### config.mk
export PLATFORM = sky130hd
export DESIGN_NAME = mt_controller
export DESIGN_NICKNAME = d
export VERILOG_FILES = /design/src/rtl/mt_controller.sv
export SDC_FILE = /design/constraint.sdc
export NUM_CORES = 1
export LEC_CHECK = 0
export BUFFER_PORTS_ARGS = -buffer_cell sky130_fd_sc_hd__buf_4
export CORE_MARGIN = 4
export CORE_UTILIZATION = 61
export DETAILED_ROUTE_END_ITERATION = 8
export PLACE_DENSITY = 0.94
export SLEW_MARGIN = 20
export SYNTH_ARGS = -nofsm -noshare
export SYNTH_HDL_FRONTEND = slang
export SYNTH_SLANG_ARGS = --single-unit
### constraint.sdc
create_clock -name clk -period 7.75 [get_ports clk]
set_input_delay 1.55 -clock clk [delete_from_list [all_inputs] [get_ports clk]]
set_output_delay 1.55 -clock clk [all_outputs]
set_load 0.01 [all_outputs]
### src/rtl/mt_controller.sv
// ---------------------------------------------------------------------------
// mt_controller
//   Front-end for the mersenne_twister core. After reset (or on request) it
//   expands a 32-bit seed into the 624-word MT19937 state and streams it into
//   the core's load port. Once seeded, it shares the core's generate port
//   among NUM_REQ requesters using round-robin arbitration.
//
// Ports
//   clk, rst        : single clock; synchronous active-high reset
//   seed_valid/seed : new seed offered; taken when seed_ready is high
//   seed_ready      : high while idle in ARB
//   seeded          : core holds a complete state
//   req / ack       : level requests / one-hot single-cycle grant pulses
//   rv_out          : last delivered random value, held between acks
//   mt_load_value   : core load strobe, one state word per cycle
//   mt_value        : state word presented to the core
//   mt_gen_rv       : core generate strobe
//   mt_rv           : core output, valid the cycle after mt_gen_rv
// ---------------------------------------------------------------------------
module mt_controller #(
   parameter int           W            = 32,
   parameter int           N            = 624,
   parameter int           NUM_REQ      = 4,
   parameter logic [W-1:0] DEFAULT_SEED = 32'd5489
) (
   input  logic               clk,
   input  logic               rst,
   input  logic               seed_valid,
   input  logic [W-1:0]       seed,
   output logic               seed_ready,
   output logic               seeded,
   input  logic [NUM_REQ-1:0] req,
   output logic [NUM_REQ-1:0] ack,
   output logic [W-1:0]       rv_out,
   output logic               mt_load_value,
   output logic [W-1:0]       mt_value,
   output logic               mt_gen_rv,
   input  logic [W-1:0]       mt_rv
);

   localparam int           KW   = $clog2(N);
   localparam int           PW   = $clog2(NUM_REQ);
   localparam logic [W-1:0] MT_F = W'(1812433253);

   typedef enum logic [1:0] {S_SEED, S_ARB, S_GEN, S_CAPTURE} state_e;

   typedef struct packed {
      logic          hit;
      logic [PW-1:0] idx;
   } grant_t;

   state_e               st_q;
   logic [KW-1:0]        k_q;
   logic [W-1:0]         x_q;       // current state word x_k (holds the seed at k=0)
   logic [PW-1:0]        ptr_q;
   logic [PW-1:0]        gnt_q;
   logic [NUM_REQ-1:0]   ack_q;
   logic [W-1:0]         rv_q;
   logic                 seeded_q;

   logic [W-1:0]         x_mix;
   logic [W-1:0]         x_d;
   grant_t               arb_d;
   logic [PW:0]          cand;
   logic [PW-1:0]        ptr_d;
   logic [NUM_REQ-1:0]   gnt_oh;

   // Seed expansion: x_{k+1} = F * (x_k ^ (x_k >> 30)) + (k+1), low W bits.
   always_comb begin
      x_mix = x_q ^ (x_q >> 30);
      x_d   = MT_F * x_mix + W'(k_q) + W'(1);
   end

   // First asserted request at or after the pointer, wrapping modulo NUM_REQ.
   // cand carries one extra bit so ptr+off never overflows before the wrap.
   always_comb begin
      arb_d = '0;
      cand  = '0;
      for (int off = 0; off < NUM_REQ; off++) begin
         cand = {1'b0, ptr_q} + (PW+1)'(off);
         if (cand >= (PW+1)'(NUM_REQ)) cand = cand - (PW+1)'(NUM_REQ);
         if (!arb_d.hit && req[cand[PW-1:0]]) begin
            arb_d.hit = 1'b1;
            arb_d.idx = cand[PW-1:0];
         end
      end
      ptr_d = (arb_d.idx == PW'(NUM_REQ-1)) ? '0 : arb_d.idx + PW'(1);
   end

   for (genvar i = 0; i < NUM_REQ; i++) begin : g_oh
      assign gnt_oh[i] = (gnt_q == PW'(i));
   end

   always_ff @(posedge clk) begin
      if (rst) begin
         st_q     <= S_SEED;
         k_q      <= '0;
         x_q      <= DEFAULT_SEED;
         ptr_q    <= '0;
         gnt_q    <= '0;
         ack_q    <= '0;
         rv_q     <= '0;
         seeded_q <= 1'b0;
      end else begin
         ack_q <= '0;
         case (st_q)
            S_SEED: begin
               x_q <= x_d;
               if (k_q == KW'(N-1)) begin
                  k_q      <= '0;
                  seeded_q <= 1'b1;
                  st_q     <= S_ARB;
               end else begin
                  k_q <= k_q + 1'b1;
               end
            end
            S_ARB: begin
               // A pending seed beats any request in the same cycle.
               if (seed_valid) begin
                  x_q      <= seed;
                  k_q      <= '0;
                  seeded_q <= 1'b0;
                  st_q     <= S_SEED;
               end else if (arb_d.hit) begin
                  gnt_q <= arb_d.idx;
                  ptr_q <= ptr_d;
                  st_q  <= S_GEN;
               end
            end
            S_GEN: begin
               st_q <= S_CAPTURE;
            end
            S_CAPTURE: begin
               // Acked even if the requester has dropped req: the core has
               // already advanced, so the value must be consumed here.
               rv_q  <= mt_rv;
               ack_q <= gnt_oh;
               st_q  <= S_ARB;
            end
         endcase
      end
   end

   // Strobes decode the current state; rst forces every output low at once.
   assign mt_load_value = ~rst & (st_q == S_SEED);
   assign mt_value      = mt_load_value ? x_q : '0;
   assign mt_gen_rv     = ~rst & (st_q == S_GEN);
   assign seed_ready    = ~rst & (st_q == S_ARB);
   assign seeded        = ~rst & seeded_q;
   assign ack           = rst ? '0 : ack_q;
   assign rv_out        = rst ? '0 : rv_q;

endmodule

==> results.txt <==
outcome: finished clean
Final nets: 1,938
type of the tightest min-delay check: register to register
Worst-Skew Late Latency: 0.35 ns
final worst-path cycle share: 89.8%
relative slew slack: 29.5%
final hold violation count: 0
fin area: 14,000 sq um
asr flop ratio synth: 0%
antenna cells: 0
Final ANT Viol Nets: 0
Chip Height: 151 um
Initial DRC Count: 715
Worst-path clk slew: 0.07 ns
Die X: 151 um
crit path to: x_q[30]
Worst-Margin Slew: 1.06 ns
Area Growth Syn to Fin: 13.3%
starting density of the core: 62.9%
post-synthesis compound-gate area fraction: 8.65%
DP HPWL: 27.9 mm
CP startpoint: x_q[12]
reg2reg end: x_q[30]
Area after DPL: 13,700 sq um
Wirelength per Cell: 20.3 um
hold path depth: 1
register-to-register setup slack: 0.79 ns
Cell variety after synth: 58
metal1 wirelength: 12.7 mm
max cap viols: 0
Reg2Reg Depth: 23
vias in the first global route: 11.1k
core area: 19,700 sq um
Synth top area share: 24.9%
setup TNS: 0 ns
CTS buffer count: 9
Synth area leaders: fa_1, ha_1, dfxtp_1
Post-Synth Simple-Gate Area: 10.7%
Worst Min Path Start: gnt_q[0]
Synth warnings: 0
number of synthesized flops with an enable pin: 0
share of cells above drive strength 1: 12.3%
Post-CTS Setup Bufs: 0
synthesized flop and latch total: 85
Synth Area in XOR/XNOR: 4.52%
met3 WL: 3.17 mm
total gr overflow: 0
first-pass GRT wire length: 55.7 mm
highest routed layer: met4
Synth Cell Area: 12,400 sq um
via count: 10.2k
mux contribution to synthesized area: 2.91%
Setup CP Type: register to register
post-synthesis cell count: 1,343
gpl congestion: 0.977
area leader, netlist: fa_1
CTS sink cnt: 85
hold_buf cts: 0
post-DR vias/cell: 5.85
Avg Cell Area, Syn: 9.23 sq um
adder-cell share of the synthesized area: 49.4%
total wire length after detailed routing: 35.2 mm
Reg-to-Reg Start: x_q[12]
I/O Buffers: 142
nature of the critical path endpoint: register
DRC Markers: 0
final setup fails: 0
Core Rows: 51
Worst setup SP type: register
Worst Path Max Fanout: 11
Pins Over Slew Limit: 0
crit path DAT: 7.17 ns
largest net degree at the start of global routing: 68
# resized after CTS: 0
Main synth FF type: dfxtp_1
CTS root buf: clkbuf_16
wire length on met2: 17.3 mm
initial antenna violation count: 0
Seq/Total Area, Yosys: 13.7%
RSZ-0062 raised after global routing: false
TritonRoute pass-1 iters: 5
min Tclk post-route: 6.96 ns
Die Area: 22,700 sq um
Mapped Nets: 1,811
clock skew: 0.00592 ns
GRT Util Overall: 31.9%
Peak Freq: 144 MHz
maximum clock path buffer count: 2
htree depth: 3
io pins: 143
Required @ worst endpoint: 7.97 ns
main combinational cell family by area after synthesis: adder cells
CTS tree: done
## synthesized netlist by cell type, drive strengths merged, types with 14 or more instances
cell,count
inv,296
ha,243
fa,154
dfxtp,85
nor2,79
xnor2,46
o21ai,45
nor2b,44
a21oi,42
nand2,42
mux2i,36
and2,31
clkbuf,29
xor2,18
a211oi,16
nand3,14
## through the flow
| step | hold WS (ns) | setup WS [ns] | std cells | utilization, % |
|---|---|---|---|---|
| finish | 0.474 | 0.794 | 1739 | 71.3 |
| global route | 0.490 | 0.437 | 1739 | 71.3 |
| CTS | 0.472 | 0.835 | 1739 | 71.2 |
| detailed placement | 0.463 | 0.860 | 1724 | 69.7 |
| global placement | 0.451 | 1.05 | 1724 | 69.7 |
| floorplan | 0.427 | 1.38 | 1343 | - |
## cell usage in the layout (no fill, tap or decap), types with 9 or more instances in the layout
cell / n
a211oi_1: 15
a21oi_1: 39
and2_1: 31
and3_1: 10
buf_4: 152
clkbuf_16: 9
dfxtp_1: 85
fa_1: 154
ha_1: 241
inv_1: 296
mux2i_1: 36
nand2_1: 42
nand3_1: 14
nor2_1: 78
nor2b_1: 44
nor3_1: 13
o21ai_0: 37
xnor2_1: 46
xor2_1: 18
## how the worst min path moves through the flow
stage	to	slack, ns
6_report	ack_q[2]	0.47
4_1_cts	ack_q[2]	0.47
3_5_place_dp	ack_q[2]	0.46
3_3_place_gp	ack_q[2]	0.45
5_1_grt	ack_q[2]	0.49
2_1_floorplan	ack_q[2]	0.43
## metal layers
metal  vias up  GRT usage (%)
li1       4575              -
met1      4864           37.3
met2       561           54.3
met3       173           7.10
met4         0           17.6
met5         -              0
## logic make-up after synthesis
| logic type | Yosys count |
|---|---|
| AOI/OAI and AO/OA | 164 |
| xor gates and xnor gates | 64 |
| adders and majority gates | 397 |
| buffers and inverters | 333 |
| DFF | 85 |
| muxes | 36 |
| and+or+nand+nor | 264 |
## sequential cells by signal (all words and copies together), names as in the netlist, named ones only
register,cells
x_q,32
rv_q,32
st_q,2
ptr_q,1
k_q,10
gnt_q,2
ack_q,4
seeded_q,1
## worst max-delay path: stages, from the launching register on
cell and delay, ns:
dfxtp_1 0.79, ha_1 0.36, ha_1 0.30, fa_1 0.52, inv_1 0.05, fa_1 0.47, inv_1 0.06, fa_1 0.53
inv_1 0.07, fa_1 0.54, inv_1 0.05, fa_1 0.49, inv_1 0.06, fa_1 0.53, inv_1 0.05, ha_1 0.42
inv_1 0.07, nor2_1 0.19, nand3_1 0.10, o21ai_1 0.36, a31oi_1 0.21, o31ai_1 0.35, xnor2_1 0.16, o22ai_1 0.09
## final cells by class
cell class,instances,area [sq um]
Fill cell,1335,5670
Clock buffer,9,225
Multi-Input combinational cell,925,9460
Clock inverter,6,72.6
Tap cell,265,332
Sequential cell,85,1700
Timing Repair Buffer,152,1140
Inverter,297,1110
Power is left out: the tool's default activity adds up to more than one toggle a clock period on the data nets, which glitch-free logic cannot reach.
